<file path="src/rtl/axi_lsu_ctrl_if.sv">
// AXI4-Lite master-side bus bundle for the external load/store sequencer.
// Data width is fixed at 32 bits; only the address width is a parameter.
interface axi_lsu_ctrl_if #(
  parameter int unsigned AXI_ADDR_WIDTH = 32
);
  logic [AXI_ADDR_WIDTH-1:0] m_axi_awaddr;
  logic [2:0]                m_axi_awprot;
  logic                      m_axi_awvalid;
  logic                      m_axi_awready;
  logic [31:0]               m_axi_wdata;
  logic [3:0]                m_axi_wstrb;
  logic                      m_axi_wvalid;
  logic                      m_axi_wready;
  logic [1:0]                m_axi_bresp;
  logic                      m_axi_bvalid;
  logic                      m_axi_bready;
  logic [AXI_ADDR_WIDTH-1:0] m_axi_araddr;
  logic [2:0]                m_axi_arprot;
  logic                      m_axi_arvalid;
  logic                      m_axi_arready;
  logic [31:0]               m_axi_rdata;
  logic [1:0]                m_axi_rresp;
  logic                      m_axi_rvalid;
  logic                      m_axi_rready;

  modport master (
    output m_axi_awaddr, m_axi_awprot, m_axi_awvalid, input m_axi_awready,
    output m_axi_wdata, m_axi_wstrb, m_axi_wvalid, input m_axi_wready,
    input m_axi_bresp, m_axi_bvalid, output m_axi_bready,
    output m_axi_araddr, m_axi_arprot, m_axi_arvalid, input m_axi_arready,
    input m_axi_rdata, m_axi_rresp, m_axi_rvalid, output m_axi_rready
  );

  modport slave (
    input m_axi_awaddr, m_axi_awprot, m_axi_awvalid, output m_axi_awready,
    input m_axi_wdata, m_axi_wstrb, m_axi_wvalid, output m_axi_wready,
    output m_axi_bresp, m_axi_bvalid, input m_axi_bready,
    input m_axi_araddr, m_axi_arprot, m_axi_arvalid, output m_axi_arready,
    output m_axi_rdata, m_axi_rresp, m_axi_rvalid, input m_axi_rready
  );
endinterface

</file>
<file path="src/rtl/axi_lsu_ctrl.sv">
// Runs one AXI4-Lite transaction per external load/store, stalling the pipeline
// until it completes and writing load results back in the one-cycle DONE state.
module axi_lsu_ctrl #(
  parameter int unsigned AXI_ADDR_WIDTH = 32
) (
  input  logic        clk_i,
  input  logic        rst_ni,
  input  logic        axi_init_i,
  input  logic [31:0] axi_addr_i,
  input  logic [31:0] axi_data_w_i,
  input  logic        axi_mem_we_i,
  input  logic [2:0]  axi_funct3_i,
  input  logic [4:0]  addr_d_i,
  output logic        stall_o,
  output logic        wb_we_o,
  output logic [4:0]  wb_addr_d_o,
  output logic [31:0] wb_data_o,
  output logic        err_o,
  axi_lsu_ctrl_if.master axi
);

  typedef enum logic [2:0] {S_IDLE, S_WRITE, S_WRESP, S_RADDR, S_RDATA, S_DONE} state_e;

  state_e                    state_q, state_d;
  logic [1:0]                addr_lo_q, addr_lo_d;
  logic [2:0]                funct3_q, funct3_d;
  logic [4:0]                rd_q, rd_d;
  logic [AXI_ADDR_WIDTH-1:0] awaddr_q, awaddr_d, araddr_q, araddr_d;
  logic [31:0]               wdata_q, wdata_d, wb_data_q, wb_data_d;
  logic [3:0]                wstrb_q, wstrb_d;
  logic                      awvalid_q, awvalid_d, wvalid_q, wvalid_d, bready_q, bready_d;
  logic                      arvalid_q, arvalid_d, rready_q, rready_d;
  logic                      wb_we_q, wb_we_d, err_q, err_d;
  logic [4:0]                wb_addr_q, wb_addr_d;

  logic                      illegal;
  logic [3:0]                lane_strb;
  logic [31:0]               lane_data, rshift, ld_ext;
  logic [AXI_ADDR_WIDTH-1:0] bus_addr;

  // Request decode: legality, word-aligned bus address and store lane placement.
  always_comb begin
    illegal = axi_mem_we_i ? !(axi_funct3_i inside {3'b000, 3'b001, 3'b010})
                           : !(axi_funct3_i inside {3'b000, 3'b001, 3'b010, 3'b100, 3'b101});
    if ((axi_funct3_i[1:0] == 2'b01) && axi_addr_i[0])           illegal = 1'b1;
    if ((axi_funct3_i[1:0] == 2'b10) && (axi_addr_i[1:0] != 2'b00)) illegal = 1'b1;
    bus_addr = AXI_ADDR_WIDTH'({axi_addr_i[31:2], 2'b00});
    case (axi_funct3_i[1:0])
      2'b00: begin
        lane_strb = 4'b0001 << axi_addr_i[1:0];
        lane_data = {4{axi_data_w_i[7:0]}};
      end
      2'b01: begin
        lane_strb = 4'b0011 << {axi_addr_i[1], 1'b0};
        lane_data = {2{axi_data_w_i[15:0]}};
      end
      default: begin
        lane_strb = 4'b1111;
        lane_data = axi_data_w_i;
      end
    endcase
  end

  // Load extraction: shifting by the byte offset aligns both byte and half lanes.
  always_comb begin
    rshift = axi.m_axi_rdata >> {addr_lo_q, 3'b000};
    case (funct3_q)
      3'b000:  ld_ext = {{24{rshift[7]}}, rshift[7:0]};
      3'b100:  ld_ext = {24'h0, rshift[7:0]};
      3'b001:  ld_ext = {{16{rshift[15]}}, rshift[15:0]};
      3'b101:  ld_ext = {16'h0, rshift[15:0]};
      default: ld_ext = axi.m_axi_rdata;
    endcase
  end

  always_comb begin
    state_d   = state_q;
    addr_lo_d = addr_lo_q;
    funct3_d  = funct3_q;
    rd_d      = rd_q;
    awaddr_d  = awaddr_q;
    araddr_d  = araddr_q;
    wdata_d   = wdata_q;
    wstrb_d   = wstrb_q;
    awvalid_d = awvalid_q;
    wvalid_d  = wvalid_q;
    bready_d  = bready_q;
    arvalid_d = arvalid_q;
    rready_d  = rready_q;
    wb_we_d   = 1'b0;
    err_d     = 1'b0;
    wb_addr_d = wb_addr_q;
    wb_data_d = wb_data_q;
    case (state_q)
      S_IDLE: begin
        if (axi_init_i) begin
          addr_lo_d = axi_addr_i[1:0];
          funct3_d  = axi_funct3_i;
          rd_d      = addr_d_i;
          if (illegal) begin
            state_d   = S_DONE;
            err_d     = 1'b1;
            wb_we_d   = !axi_mem_we_i;
            wb_addr_d = addr_d_i;
            wb_data_d = '0;
          end else if (axi_mem_we_i) begin
            state_d   = S_WRITE;
            awaddr_d  = bus_addr;
            wdata_d   = lane_data;
            wstrb_d   = lane_strb;
            awvalid_d = 1'b1;
            wvalid_d  = 1'b1;
          end else begin
            state_d   = S_RADDR;
            araddr_d  = bus_addr;
            arvalid_d = 1'b1;
          end
        end
      end
      S_WRITE: begin
        // The valids themselves record which handshakes are still outstanding.
        awvalid_d = awvalid_q && !axi.m_axi_awready;
        wvalid_d  = wvalid_q && !axi.m_axi_wready;
        if (!awvalid_d && !wvalid_d) begin
          state_d  = S_WRESP;
          bready_d = 1'b1;
        end
      end
      S_WRESP: begin
        if (axi.m_axi_bvalid) begin
          state_d  = S_DONE;
          bready_d = 1'b0;
          err_d    = (axi.m_axi_bresp != 2'b00);
        end
      end
      S_RADDR: begin
        if (axi.m_axi_arready) begin
          state_d   = S_RDATA;
          arvalid_d = 1'b0;
          rready_d  = 1'b1;
        end
      end
      S_RDATA: begin
        if (axi.m_axi_rvalid) begin
          state_d   = S_DONE;
          rready_d  = 1'b0;
          err_d     = (axi.m_axi_rresp != 2'b00);
          wb_we_d   = 1'b1;
          wb_addr_d = rd_q;
          wb_data_d = (axi.m_axi_rresp != 2'b00) ? '0 : ld_ext;
        end
      end
      S_DONE:  state_d = S_IDLE;
      default: state_d = S_IDLE;
    endcase
  end

  always_ff @(posedge clk_i or negedge rst_ni) begin
    if (!rst_ni) begin
      state_q   <= S_IDLE;
      addr_lo_q <= '0;
      funct3_q  <= '0;
      rd_q      <= '0;
      awaddr_q  <= '0;
      araddr_q  <= '0;
      wdata_q   <= '0;
      wstrb_q   <= '0;
      awvalid_q <= 1'b0;
      wvalid_q  <= 1'b0;
      bready_q  <= 1'b0;
      arvalid_q <= 1'b0;
      rready_q  <= 1'b0;
      wb_we_q   <= 1'b0;
      err_q     <= 1'b0;
      wb_addr_q <= '0;
      wb_data_q <= '0;
    end else begin
      state_q   <= state_d;
      addr_lo_q <= addr_lo_d;
      funct3_q  <= funct3_d;
      rd_q      <= rd_d;
      awaddr_q  <= awaddr_d;
      araddr_q  <= araddr_d;
      wdata_q   <= wdata_d;
      wstrb_q   <= wstrb_d;
      awvalid_q <= awvalid_d;
      wvalid_q  <= wvalid_d;
      bready_q  <= bready_d;
      arvalid_q <= arvalid_d;
      rready_q  <= rready_d;
      wb_we_q   <= wb_we_d;
      err_q     <= err_d;
      wb_addr_q <= wb_addr_d;
      wb_data_q <= wb_data_d;
    end
  end

  assign stall_o = ((state_q == S_IDLE) && axi_init_i) ||
                   ((state_q != S_IDLE) && (state_q != S_DONE));
  assign wb_we_o     = wb_we_q;
  assign wb_addr_d_o = wb_addr_q;
  assign wb_data_o   = wb_data_q;
  assign err_o       = err_q;

  assign axi.m_axi_awaddr  = awaddr_q;
  assign axi.m_axi_awprot  = 3'b000;
  assign axi.m_axi_awvalid = awvalid_q;
  assign axi.m_axi_wdata   = wdata_q;
  assign axi.m_axi_wstrb   = wstrb_q;
  assign axi.m_axi_wvalid  = wvalid_q;
  assign axi.m_axi_bready  = bready_q;
  assign axi.m_axi_araddr  = araddr_q;
  assign axi.m_axi_arprot  = 3'b000;
  assign axi.m_axi_arvalid = arvalid_q;
  assign axi.m_axi_rready  = rready_q;

endmodule
</file>
<file path="src/flat_wrapper.sv">
// flat-port wrapper written by rule: the top's interface ports become plain ports
module axi_lsu_ctrl_flat 
#(
  parameter int unsigned AXI_ADDR_WIDTH = 32
)
  (clk_i, rst_ni, axi_init_i, axi_addr_i, axi_data_w_i, axi_mem_we_i, axi_funct3_i, addr_d_i, stall_o, wb_we_o, wb_addr_d_o, wb_data_o, err_o, axi_m_axi_awaddr, axi_m_axi_awprot, axi_m_axi_awvalid, axi_m_axi_awready, axi_m_axi_wdata, axi_m_axi_wstrb, axi_m_axi_wvalid, axi_m_axi_wready, axi_m_axi_bresp, axi_m_axi_bvalid, axi_m_axi_bready, axi_m_axi_araddr, axi_m_axi_arprot, axi_m_axi_arvalid, axi_m_axi_arready, axi_m_axi_rdata, axi_m_axi_rresp, axi_m_axi_rvalid, axi_m_axi_rready);
  axi_lsu_ctrl_if #(.AXI_ADDR_WIDTH(AXI_ADDR_WIDTH)) axi_i ();
  input  logic clk_i;
  input  logic rst_ni;
  input  logic axi_init_i;
  input  logic [31:0] axi_addr_i;
  input  logic [31:0] axi_data_w_i;
  input  logic axi_mem_we_i;
  input  logic [2:0] axi_funct3_i;
  input  logic [4:0] addr_d_i;
  output logic stall_o;
  output logic wb_we_o;
  output logic [4:0] wb_addr_d_o;
  output logic [31:0] wb_data_o;
  output logic err_o;
  output wire logic [$bits(axi_i.m_axi_awaddr)-1:0] axi_m_axi_awaddr;
  output wire logic [$bits(axi_i.m_axi_awprot)-1:0] axi_m_axi_awprot;
  output wire logic [$bits(axi_i.m_axi_awvalid)-1:0] axi_m_axi_awvalid;
  input wire logic [$bits(axi_i.m_axi_awready)-1:0] axi_m_axi_awready;
  output wire logic [$bits(axi_i.m_axi_wdata)-1:0] axi_m_axi_wdata;
  output wire logic [$bits(axi_i.m_axi_wstrb)-1:0] axi_m_axi_wstrb;
  output wire logic [$bits(axi_i.m_axi_wvalid)-1:0] axi_m_axi_wvalid;
  input wire logic [$bits(axi_i.m_axi_wready)-1:0] axi_m_axi_wready;
  input wire logic [$bits(axi_i.m_axi_bresp)-1:0] axi_m_axi_bresp;
  input wire logic [$bits(axi_i.m_axi_bvalid)-1:0] axi_m_axi_bvalid;
  output wire logic [$bits(axi_i.m_axi_bready)-1:0] axi_m_axi_bready;
  output wire logic [$bits(axi_i.m_axi_araddr)-1:0] axi_m_axi_araddr;
  output wire logic [$bits(axi_i.m_axi_arprot)-1:0] axi_m_axi_arprot;
  output wire logic [$bits(axi_i.m_axi_arvalid)-1:0] axi_m_axi_arvalid;
  input wire logic [$bits(axi_i.m_axi_arready)-1:0] axi_m_axi_arready;
  input wire logic [$bits(axi_i.m_axi_rdata)-1:0] axi_m_axi_rdata;
  input wire logic [$bits(axi_i.m_axi_rresp)-1:0] axi_m_axi_rresp;
  input wire logic [$bits(axi_i.m_axi_rvalid)-1:0] axi_m_axi_rvalid;
  output wire logic [$bits(axi_i.m_axi_rready)-1:0] axi_m_axi_rready;
  assign axi_m_axi_awaddr = axi_i.m_axi_awaddr;
  assign axi_m_axi_awprot = axi_i.m_axi_awprot;
  assign axi_m_axi_awvalid = axi_i.m_axi_awvalid;
  assign axi_i.m_axi_awready = axi_m_axi_awready;
  assign axi_m_axi_wdata = axi_i.m_axi_wdata;
  assign axi_m_axi_wstrb = axi_i.m_axi_wstrb;
  assign axi_m_axi_wvalid = axi_i.m_axi_wvalid;
  assign axi_i.m_axi_wready = axi_m_axi_wready;
  assign axi_i.m_axi_bresp = axi_m_axi_bresp;
  assign axi_i.m_axi_bvalid = axi_m_axi_bvalid;
  assign axi_m_axi_bready = axi_i.m_axi_bready;
  assign axi_m_axi_araddr = axi_i.m_axi_araddr;
  assign axi_m_axi_arprot = axi_i.m_axi_arprot;
  assign axi_m_axi_arvalid = axi_i.m_axi_arvalid;
  assign axi_i.m_axi_arready = axi_m_axi_arready;
  assign axi_i.m_axi_rdata = axi_m_axi_rdata;
  assign axi_i.m_axi_rresp = axi_m_axi_rresp;
  assign axi_i.m_axi_rvalid = axi_m_axi_rvalid;
  assign axi_m_axi_rready = axi_i.m_axi_rready;
  axi_lsu_ctrl #(.AXI_ADDR_WIDTH(AXI_ADDR_WIDTH)) u_core (.clk_i(clk_i), .rst_ni(rst_ni), .axi_init_i(axi_init_i), .axi_addr_i(axi_addr_i), .axi_data_w_i(axi_data_w_i), .axi_mem_we_i(axi_mem_we_i), .axi_funct3_i(axi_funct3_i), .addr_d_i(addr_d_i), .stall_o(stall_o), .wb_we_o(wb_we_o), .wb_addr_d_o(wb_addr_d_o), .wb_data_o(wb_data_o), .err_o(err_o), .axi(axi_i));
endmodule
</file>
<file path="config.mk">
export PLATFORM = sky130hd
export DESIGN_NAME = axi_lsu_ctrl_flat
export DESIGN_NICKNAME = d
export VERILOG_FILES = /design/src/rtl/axi_lsu_ctrl_if.sv /design/src/rtl/axi_lsu_ctrl.sv /design/src/flat_wrapper.sv
export SDC_FILE = /design/constraint.sdc
export NUM_CORES = 1
export LEC_CHECK = 0
export CORE_MARGIN = 10
export CORE_UTILIZATION = 25
export CTS_CLUSTER_SIZE = 16
export DETAILED_ROUTE_END_ITERATION = 6
export GPL_TIMING_DRIVEN = 0
export HOLD_SLACK_MARGIN = 0.15
export PLACE_DENSITY_LB_ADDON = 0.08
export REMOVE_ABC_BUFFERS = 1
export SETUP_SLACK_MARGIN = 0.3
export SYNTH_ARGS = -nofsm -noshare
export SYNTH_HDL_FRONTEND = slang
export SYNTH_SLANG_ARGS = --single-unit
</file>
<file path="constraint.sdc">
create_clock -name clk_i -period 3.5 [get_ports clk_i]
set_input_delay 0.35 -clock clk_i [delete_from_list [all_inputs] [get_ports clk_i]]
set_output_delay 0.35 -clock clk_i [all_outputs]
set_load 0.03 [all_outputs]
</file>
# --- After elaboration in Yosys (flattened, before gate mapping) ---
# Index checks and enable logic that the tools add are counted.
totals:
  wordCells: 132
  out_inout_bits: 151
  reg_bits: 153
op_classes:
  n_shift: 3
  n_eq_ne: 23
  bitwise: 2
  n_reduce_logical: 39
  n_mux: 48
ops:
  columns: ["operator", "count"]
  rows:
  - ["$mux 32", 4]
  - ["$pmux 32 s2", 2]
  - ["$pmux 32 s4", 1]
  - ["$shr 32x5->16", 1]
  - ["$mux 1", 21]
  - ["$mux 3", 6]
  - ["$reduce_and 4->1", 4]
  - ["$reduce_bool 2->1", 8]
  - ["$eq 3x3->1 const B", 5]
  - ["$mux 5", 3]
  - ["$pmux 3 s5", 1]
  - ["$ne 2x2->1 const B", 7]
  - ["$pmux 1 s2", 6]
  - ["$pmux 5 s2", 1]
  - ["$reduce_and 5->1", 2]
  - ["$eq 3x1->1 const B", 3]
  - ["$eq 3x2->1 const B", 3]
  - ["$logic_not 3->1", 3]
  - ["$pmux 4 s2", 1]
  - ["$logic_and 1x1->1", 7]
  - ["$logic_not 1->1", 7]
  - ["$reduce_and 3->1", 2]
  - ["$reduce_bool 3->1", 2]
  - ["$reduce_bool 5->1", 1]
  - ["other kinds (12)", 14]

# --- Longest topological paths before layout ---
# Gate-level depths: netlist of the first run.
logic_depth:
  word_depth: 9
  mapped_depth: 7
  depth_no_buf: 4

# --- Worst setup path before layout of the first run ---
# Ideal clock, no wire load.
synth_timing:
  path_type: "register to register"
  startpoint: "register u_core.state_q[1]"
  endpoint: "register u_core.araddr_q[10] (netlist: u_core.axi.m_axi_araddr[10])"
  setup_slack_ps: 1593
  stages_incl_launch_ff: 7
  arrival_time_ps: 1783
  n_path_buf: 2
  period_less_slack_ps: 1907
  t_required_ps: 3375
  cell_sequence: "dfrtp_1 buf_2 nor4b_4 o21ai_1 nor2_2 buf_6 mux2_2"
synth_between:
  elab_chain_len: 2
synth_rtl:
  columns: ["element", "line_no", "text"]
  rows:
  - ["from (decl)", "axi_lsu_ctrl.sv:24", "state_e state_q, state_d;"]
  - ["from (signal assigned)", "axi_lsu_ctrl.sv:178", "state_q <= state_d;"]
  - ["$logic_not 3->1", "axi_lsu_ctrl.sv:94", "case (state_q)"]
  - ["$reduce_and 4->1 (no line)", null, null]
  - ["to (signal assigned)", "axi_lsu_ctrl.sv:183", "araddr_q <= araddr_d;"]
  - ["to (decl)", "axi_lsu_ctrl.sv:28", "logic [AXI_ADDR_WIDTH-1:0] awaddr_q, awaddr_d, araddr_q, araddr_d;"]
# Every way passes these cells.
# A chain may end at the register's enable or synchronous reset.

# --- Worst setup path after layout of the first run ---
layout_timing:
  startpoint: "input port axi_funct3_i[0]"
  endpoint: "register u_core.wb_data_q[23] (netlist: u_core.wb_data_o[23])"
layout_between:
  elab_chain_len: 8
layout_rtl:
  columns: ["element", "line_no", "text"]
  rows:
  - ["from (decl)", "flat_wrapper.sv:14", "input logic [2:0] axi_funct3_i;"]
  - ["$eq 3x1->1, or another cell as far along", "axi_lsu_ctrl.sv:43, axi_lsu_ctrl.sv:44", null]
  - ["$reduce_bool 5->1 or $reduce_bool 3->1 (tied branches)", "axi_lsu_ctrl.sv:44, axi_lsu_ctrl.sv:43", null]
  - ["$logic_not 1->1, on equally long branches", "axi_lsu_ctrl.sv:44, axi_lsu_ctrl.sv:43", null]
  - ["$mux 1", "axi_lsu_ctrl.sv:43", "illegal = axi_mem_we_i ? !(axi_funct3_i inside {3'b000, 3'b001, 3'b010})"]
  - ["$mux 1", "axi_lsu_ctrl.sv:45", "if ((axi_funct3_i[1:0] == 2'b01) && axi_addr_i[0]) illegal = 1'b1;"]
  - ["$mux 1 *", "axi_lsu_ctrl.sv:46", "if ((axi_funct3_i[1:0] == 2'b10) && (axi_addr_i[1:0] != 2'b00)) illegal = 1'b1;"]
  - ["$ne 2x1->1 (no line) *", null, null]
  - ["$reduce_and 4->1 (no line) *", null, null]
  - ["to (signal assigned)", "axi_lsu_ctrl.sv:194", "wb_data_q <= wb_data_d;"]
  - ["to (decl)", "axi_lsu_ctrl.sv:29", "logic [31:0] wdata_q, wdata_d, wb_data_q, wb_data_d;"]
# Every way passes the cells marked *; elsewhere a longest branch is shown, timed or not.

==> run summary, run 1 <==
Synth warnings - 0
wl on met1 - 10100 µm
Starting Density - 0.253
worst-skew pair later-pin latency - 0.43 ns
HPWL after DPL - 17700 µm
design area - 10600 µm²
Final Cycle Share - 0.808
Yosys cell types - 59
largest net degree at the start of global routing - 96
I/O Pins - 268
outcome - finished, final reports clean
via/cell ratio - 4.59
routed wire length - 24000 µm
initial antenna violation count - 1
total gr overflow - 0
final non-filler cell total - 1239
CTS tree - built
HP Class - primary input to async pin
Net Sw Power - 0.00418 W
Hold Vio Cnt, Final - 0
nature of the critical path startpoint - primary input
global-route wire length before repair - 37300 µm
Synth area leaders - dfrtp_1, mux2_2, mux2i_1, o21ai_0, nand2_1
Die X - 188 µm
Clock Power Share - 0.191
Final Slew Violations - 0
maximum fanout along the worst path - 21
GPL Wtd Cong - 0.771
hold slack - 0.434 ns
Slew @ Worst Pin - 1.02 ns
share of the synthesized area in the top cell type - 0.545
Lkg Pwr - 4.45 nW
async set or reset register ratio after synthesis - 1.00
most frequent cell after synthesis - dfrtp_1
CP endpoint kind - flop
highest routed layer - met4
Met2 Routed Length - 11200 µm
Total Nets Final - 964
full die area - 35200 µm²
clock skew - 0.0113 ns
Syn Std Cell Area - 7030 µm²
1st-iter DRT viols - 240
core footprint - 27800 µm²
fill count - 2746
row count - 61
Routed Antenna Nets - 0
DRT Pass-1 Iters - 4
DRC - 0
met3 wire len - 2580 µm
Overall Global Routing Usage - 0.134
Reg power frac - 0.321
Synth top cells by count - dfrtp_1, mux2_2, o21ai_0
Post-synth EDFFs - 0
Int Power - 0.00558 W
kind of critical path - primary input to flop
Final setup viols - 0
clock sinks - 153
H-tree levels - 4
PortBufs - 257
Num CTS Buffers - 17
clock period minus worst slack - 2.83 ns
Clock transition at path regs - 0.07 ns
placed cell count - 1200
Peak VDD IR - 0.000379 V
synthesized instance count - 603
Die H - 188 µm
vias in the first global route - 6244
cell taking the most area after synthesis - dfrtp_1
Root Driver - clkbuf_16
via count - 5686
ys flop type - dfrtp_1
Slew headroom - 0.322
arrival time worst endpoint - 3.16 ns
worst slack, placed - -0.164 ns
layout cell share with drive strength beyond 1 - 0.152
fmax - 0.354 GHz
PwrDens - 919 nW/µm²
Post-DP Area - 9950 µm²
PnR worst setup slack - 0.672 ns
synthesized flop and latch total - 153
P&R area growth vs syn - 51.1%
Sw Share - 0.428
power after layout - 0.00976 W
unrepaired setup endpoints after global routing - no
Syn Area/Cell - 11.7 µm²
CTS Buffer Depth - 2
Comb power frac - 0.489
Seq/Total Area, Yosys - 0.545
routed length per placed instance - 19.4 µm
Max-cap violations - 0
Crit path required time - 3.83 ns
-- worst paths after layout --
check                                          from                     endpoint  slack, ns  depth (start not counted)
worst max-delay path                axi_funct3_i[0]         u_core.wb_data_o[23]       0.67                          5
worst min-delay path                         rst_ni          u_core.wb_data_o[1]       0.43                          2
worst max register to register  u_core.addr_lo_q[1]         u_core.wb_data_o[23]       0.83                          4
worst min register to register  u_core.wb_data_o[6]          u_core.wb_data_o[6]       0.48                          2
max in group asynchronous                    rst_ni  u_core.axi.m_axi_awaddr[14]       2.18                          3
min in group clk_i              u_core.wb_data_o[6]          u_core.wb_data_o[6]       0.48                          2
-- worst max-delay path, stage by stage --
cell	delay [ns]
clkdlybuf4s50_1	0.93
or4_1	0.90
a31oi_4	0.65
a22oi_1	0.17
o21ai_0	0.12
-- kinds of logic (layout without fill, tap and decap cells) --
logic type | Yosys count | in the layout | synth area share
mux | 120 | 120 | 0.188
flops | 153 | 153 | 0.545
buf+inv | 59 | 306 | 0.0449
compound gates | 146 | 147 | 0.136
simple gates | 124 | 124 | 0.0862
other cells | 1 | 11 | 0.000534
-- power by group through the flow --
| stage | clock network [W] | logic, W | registers, W |
|---|---|---|---|
| after floorplan | 0 | 0.00126 | 0.00444 |
| after detailed placement | 0 | 0.00479 | 0.00316 |
| after global routing | 0.00202 | 0.00508 | 0.00325 |
| after global placement | 0 | 0.00476 | 0.00312 |
| final | 0.00186 | 0.00477 | 0.00313 |
| after CTS | 0.00194 | 0.00482 | 0.00314 |
-- what timing repair did --
action	in CTS	in global routing
buffers inserted	0	4
hold buffers	1	0
pin swaps	1	1
setup endpoints to repair	7	42
hold endpoints to repair	58	0
resized for setup	0	1
gates cloned	1	0
-- per-stage QoR --
stage | utilization | setup TNS [ns]
floorplan | - | 0
global placement | 0.353 | -807.62
detailed placement | 0.358 | -3.83
CTS | 0.381 | 0
global route | 0.382 | 0
finish | 0.382 | 0
-- layout make-up --
class / instances / area (µm²) / share of cell area
Sequential cell: 153 / 3830 / 0.361
Multi-Input combinational cell: 401 / 2950 / 0.278
Timing Repair Buffer: 267 / 2740 / 0.258
Tap cell: 378 / 473 / 0.0446
Clock buffer: 17 / 425 / 0.0401
Clock inverter: 15 / 178 / 0.0167
Inverter: 7 / 26.3 / 0.00248
Antenna cell: 1 / 2.50 / 0.000236
-- registers in the layout (all words and copies together), names as in the netlist --
signal and cells:
u_core.axi.m_axi_wdata 32, u_core.wb_data_o 32, u_core.axi.m_axi_araddr 30, u_core.axi.m_axi_awaddr 30, u_core.rd_q 5, u_core.wb_addr_d_o 5, u_core.axi.m_axi_wstrb 4, u_core.funct3_q 3
u_core.state_q 3, u_core.addr_lo_q 2, u_core.axi.m_axi_arvalid 1, u_core.axi.m_axi_awvalid 1, u_core.axi.m_axi_bready 1, u_core.axi.m_axi_rready 1, u_core.axi.m_axi_wvalid 1, u_core.err_o 1
u_core.wb_we_o 1
-- per-layer routing --
layer	vias to the layer above	GRT usage
met1	2828	0.154
met5	-	0
met4	0	0.0292
li1	2658	-
met2	187	0.219
met3	13	0.0696
-- placed cells by master (no fill, tap or decap), types with 3 or more instances in the layout --
cell type        instances
a21oi_1                 16
a22o_1                   7
a22oi_1                 16
a31oi_1                  3
buf_16                   3
buf_4                    4
clkbuf_16               17
clkdlybuf4s50_1        255
clkinv_4                 3
clkinv_8                 5
conb_1                  10
dfrtp_1                153
inv_1                    6
inv_8                    4
mux2_1                   3
mux2_2                  72
mux2i_1                 42
nand2_1                 60
nand2b_1                 5
nand3_1                  8
nand3b_1                 8
nor2_1                  23
nor3_1                   3
o2111ai_1                5
o211ai_1                 7
o21ai_0                 61
o22ai_1                  7
o31ai_1                  7
Power figures use the tool's default switching activity.
==> run 2, diff against run 1 <==
- clock period: 3.5 -> 2.3 ns (I/O delays scaled with it)
==> run summary, run 2 (same netlist as run 1, synthesis figures left out) <==
Hold Vio Cnt, Final - 0
arrival time worst endpoint - 2.24 ns
Num CTS Buffers - 17
vias in the first global route - 6385
WP buf/inv - 3
final non-filler cell total - 1262
nature of the critical path startpoint - primary input
most frequent cells in the layout - clkdlybuf4s50_1, dfrtp_1, mux2_2, nand2_1, o21ai_0
hold slack - 0.319 ns
fmax - 0.516 GHz
Lkg Pwr - 4.60 nW
grt met1 use - 0.156
Slew headroom - 0.349
unrepaired setup endpoints after global routing - no
CTS tree - built
Crit path required time - 2.60 ns
Final Slew Violations - 0
routed wire length - 25100 µm
DRT Pass-1 Iters - 4
most common cell after layout, fill and taps aside - clkdlybuf4s50_1
I/O Pins - 268
HP Class - primary input to async pin
Clock transition at path regs - 0.07 ns
total gr overflow - 0
global-route wire length before repair - 38200 µm
Max-cap violations - 0
M3 GR Usage - 0.0707
core footprint - 27800 µm²
Final Cycle Share - 0.843
Total Nets Final - 987
fill count - 2729
worst r2r src - u_core.state_q[1]
Peak VDD IR - 0.000577 V
Finished Core Util - 0.395
slowest CP cell - clkdlybuf4s50_1
Die X - 188 µm
clock skew - 0.0115 ns
most used routing layer - met2
initial antenna violation count - 1
PortBufs - 257
full die area - 35200 µm²
outcome - finished, final reports clean
clock sinks - 153
row count - 61
Sum Neg Setup Slack - 0 ns
flop-to-flop setup slack - 0.36 ns
largest net degree at the start of global routing - 96
multi-input logic area - 3050 µm²
H-tree levels - 4
kind of critical path - primary input to flop
worst-skew pair later-pin latency - 0.43 ns
via count - 5834
Slew @ Worst Pin - 0.973 ns
met2 Track Usage GR - 0.225
CTS Buffer Depth - 2
maximum fanout along the worst path - 9
layout cell share with drive strength beyond 1 - 0.187
register area - 3840 µm²
reg2reg path depth - 7
1st-iter DRT viols - 230
end of the worst register-to-register path - u_core.axi.m_axi_araddr[27]
HPWL after DPL - 17700 µm
routed length per placed instance - 19.9 µm
Starting Density - 0.253
DRC - 0
crit-path cells - clkdlybuf4s50_1, a221oi_4, o21ai_1, nor2_4, buf_12, buf_6, mux2_2
clock period minus worst slack - 1.94 ns
Final setup viols - 0
via/cell ratio - 4.62
PwrDens - 1390 nW/µm²
GPL Wtd Cong - 0.771
power after layout - 0.0153 W
slowest stage delay, CP - 0.62 ns
P&R area growth vs syn - 56.1%
placed cell count - 1200
Die H - 188 µm
CP top delay family - buffers and inverters
Overall Global Routing Usage - 0.137
Root Driver - clkbuf_16
CP endpoint kind - flop
Routed Antenna Nets - 0
-- run 2: worst max path at each step --
stage	end	slack, ns	cells after the start	from
finish	u_core.axi.m_axi_araddr[27]	0.36	7	axi_mem_we_i
detailed placement	u_core.wb_data_o[27]	-1.24	5	axi_funct3_i[0]
CTS	stall_o	0.31	3	u_core.state_q[0]
global route	u_core.axi.m_axi_araddr[27]	0.29	7	u_core.state_q[1]
global placement	u_core.axi.m_axi_araddr[23]	-5.60	1	rst_ni
floorplan	u_core.axi.m_axi_araddr[10]	-0.53	4	u_core.state_q[1]
-- run 2: worst register-to-register path, cell delays in order, from the launching register on --
cell and delay (ns):
dfrtp_2 0.47, nor4b_4 0.31, buf_4 0.17, o21ai_1 0.09, nor2_4 0.13, buf_12 0.14
buf_6 0.16, mux2_2 0.35
-- run 2: final cells by class --
cell class	count	area share
sequential	153	0.350
multi-input combinational	403	0.278
timing repair buffer	288	0.271
tap	378	0.0431
clock buffer	17	0.0388
clock inverter	15	0.0162
inverter	7	0.00240
antenna	1	0.000228
-- run 2: metrics by stage --
step / worst slack [ns] / cell area, µm²
after floorplan: -0.526 / 6770
after global placement: -5.60 / 9820
after detailed placement: -1.24 / 9950
after CTS: 0.307 / 10800
after global routing: 0.290 / 11000
final: 0.362 / 11000
-- run 2: report_power, final --
group | switching [W] | leakage (nW) | internal (W)
logic | 0.00430 | 2.37 | 0.00341
registers | 0.000859 | 1.94 | 0.00387
clock network | 0.00137 | 0.290 | 0.00147
total | 0.00652 | 4.60 | 0.00875
-- run 2: layer usage --
layer / wire length, µm / vias up / part of all wire
met5: 0 / - / 0
met4: 192 / 0 / 0.0076
met3: 2810 / 13 / 0.11
met2: 11700 / 209 / 0.46
met1: 10500 / 2915 / 0.42
li1: - / 2697 / -
-- run 2: what timing repair did --
action,in CTS,in global routing
hold buffers,1,0
hold endpoints to repair,58,0
gates resized for setup,23,6
endpoints found under the setup margin,149,66
pin swaps,5,1
gates cloned,3,2
setup buffers,16,7
==> run 3, diff against run 2 <==
- clock period: 2.3 -> 1.8 ns (I/O delays scaled with it)
==> run summary, run 3 (same netlist as run 1, synthesis figures left out) <==
outcome - complete, but fails checks
Clock Power Share - 0.180
initial antenna violation count - 3
Comb power frac - 0.528
arrival time worst endpoint - 2.15 ns
total gr overflow - 0
routed wire length - 27600 µm
Clock transition at path regs - 0.08 ns
nature of the critical path startpoint - flop
CP endpoint kind - flop
H-tree levels - 4
Sw Share - 0.442
Slew @ Worst Pin - 0.975 ns
Num CTS Buffers - 17
GPL Wtd Cong - 0.771
Hold Vio Cnt, Final - 0
Final setup viols - 70
Crit path required time - 2.11 ns
Final Cycle Share - 1.03
fmax - 0.541 GHz
P&R area growth vs syn - 71.1%
Die X - 188 µm
Final Slew Violations - 0
fill count - 2679
most common cell after layout, fill and taps aside - dfrtp_1
Reg power frac - 0.293
DRC - 0
global-route wire length before repair - 41200 µm
most frequent cells in the layout - dfrtp_1, dlygate4sd2_1, clkdlybuf4s50_1, nand2_1, mux2_2
maximum fanout along the worst path - 7
routed length per placed instance - 21.0 µm
layout cell share with drive strength beyond 1 - 0.290
clock period minus worst slack - 1.85 ns
core footprint - 27800 µm²
largest net degree at the start of global routing - 96
clock sinks - 153
Die H - 188 µm
Net Sw Power - 0.00894 W
PortBufs - 257
Routed Antenna Nets - 0
violated checks - negative setup slack
Slew headroom - 0.347
I/O Pins - 268
Starting Density - 0.253
1st-iter DRT viols - 300
Overall Global Routing Usage - 0.149
Post-DP Area - 9950 µm²
clock skew - 0.0111 ns
row count - 61
worst-skew pair later-pin latency - 0.43 ns
CTS Buffer Depth - 2
design area - 12000 µm²
PwrDens - 1680 nW/µm²
vias in the first global route - 6805
PnR worst setup slack - -0.0486 ns
DRT Pass-1 Iters - 4
Total Nets Final - 1035
HP Class - primary input to async pin
full die area - 35200 µm²
Root Driver - clkbuf_16
kind of critical path - flop to flop
Peak VDD IR - 0.000654 V
unrepaired setup endpoints after global routing - yes
Int Power - 0.0113 W
power after layout - 0.0202 W
Lkg Pwr - 5.77 nW
via/cell ratio - 4.63
via count - 6069
HPWL after DPL - 17700 µm
Max-cap violations - 0
CTS tree - built
==> run 3: what timing repair did <==
action	CTS	global route
setup endpoints to repair	292	163
resized for setup	259	92
gates cloned	10	6
endpoints found under the hold margin	58	0
hold buffers	1	0
setup buffers	52	8
pin swaps	16	19
==> run 3: worst paths after layout <==
kind,from,endpoint,slack [ns],cells after the start
max,u_core.state_q[2],u_core.axi.m_axi_araddr[5],-0.05,7
min,rst_ni,u_core.wb_data_o[1],0.27,2
max reg2reg,u_core.state_q[2],u_core.axi.m_axi_araddr[5],-0.05,7
min reg2reg,u_core.wb_data_o[6],u_core.wb_data_o[6],0.48,2
max in group asynchronous,rst_ni,u_core.axi.m_axi_awaddr[14],0.64,3
min in group clk_i,axi_data_w_i[16],u_core.axi.m_axi_wdata[16],0.39,3
==> run 3: per-layer routing <==
layer  share of wire  wire (µm)  track usage  up-vias
met3           0.092       2540       0.0677       18
li1                -          -            -     2807
met1            0.42      11500        0.170     3045
met4          0.0089        245       0.0332        2
met2            0.48      13300        0.250      197
met5         0.00047         13            0        -
==> run 3: stage by stage <==
| stage | setup slack (ns) | setup TNS, ns | utilization | hold WS, ns | std cells |
|---|---|---|---|---|---|
| after global placement | -6.05 | -1255.80 | 0.353 | 0.463 | 1195 |
| final | -0.0486 | -1.26 | 0.433 | 0.272 | 1310 |
| after detailed placement | -1.69 | -181.78 | 0.358 | 0.149 | 1200 |
| after global routing | -0.110 | -7.21 | 0.433 | 0.331 | 1309 |
| after floorplan | -1.03 | -99.95 | - | -0.116 | 560 |
| after CTS | -0.0289 | -0.341 | 0.414 | 0.294 | 1295 |
==> run 3: area by class of cell <==
class / instances / area (µm²) / area share
Timing Repair Buffer: 335 / 3540 / 0.295
Tap cell: 378 / 473 / 0.0394
Sequential cell: 153 / 3840 / 0.319
Inverter: 7 / 30.0 / 0.00250
Clock inverter: 15 / 178 / 0.0148
Clock buffer: 17 / 425 / 0.0354
Antenna cell: 1 / 2.50 / 0.000208
Multi-Input combinational cell: 404 / 3530 / 0.294
==> run 3: power by group through the flow <==
stage | combinational, W | sequential (W) | clock, W
6_report | 0.0107 | 0.00592 | 0.00364
5_1_grt | 0.0113 | 0.00613 | 0.00392
4_1_cts | 0.0102 | 0.00589 | 0.00376
3_5_place_dp | 0.00931 | 0.00614 | 0
3_3_place_gp | 0.00925 | 0.00608 | 0
2_1_floorplan | 0.00245 | 0.00864 | 0
==> run 3: critical path: stages (launching register included) <==
cell	delay, ns
dfrtp_2	0.44
nor4b_4	0.28
buf_4	0.19
o21ai_2	0.07
nor2_4	0.11
buf_12	0.16
clkbuf_16	0.16
mux2_2	0.32
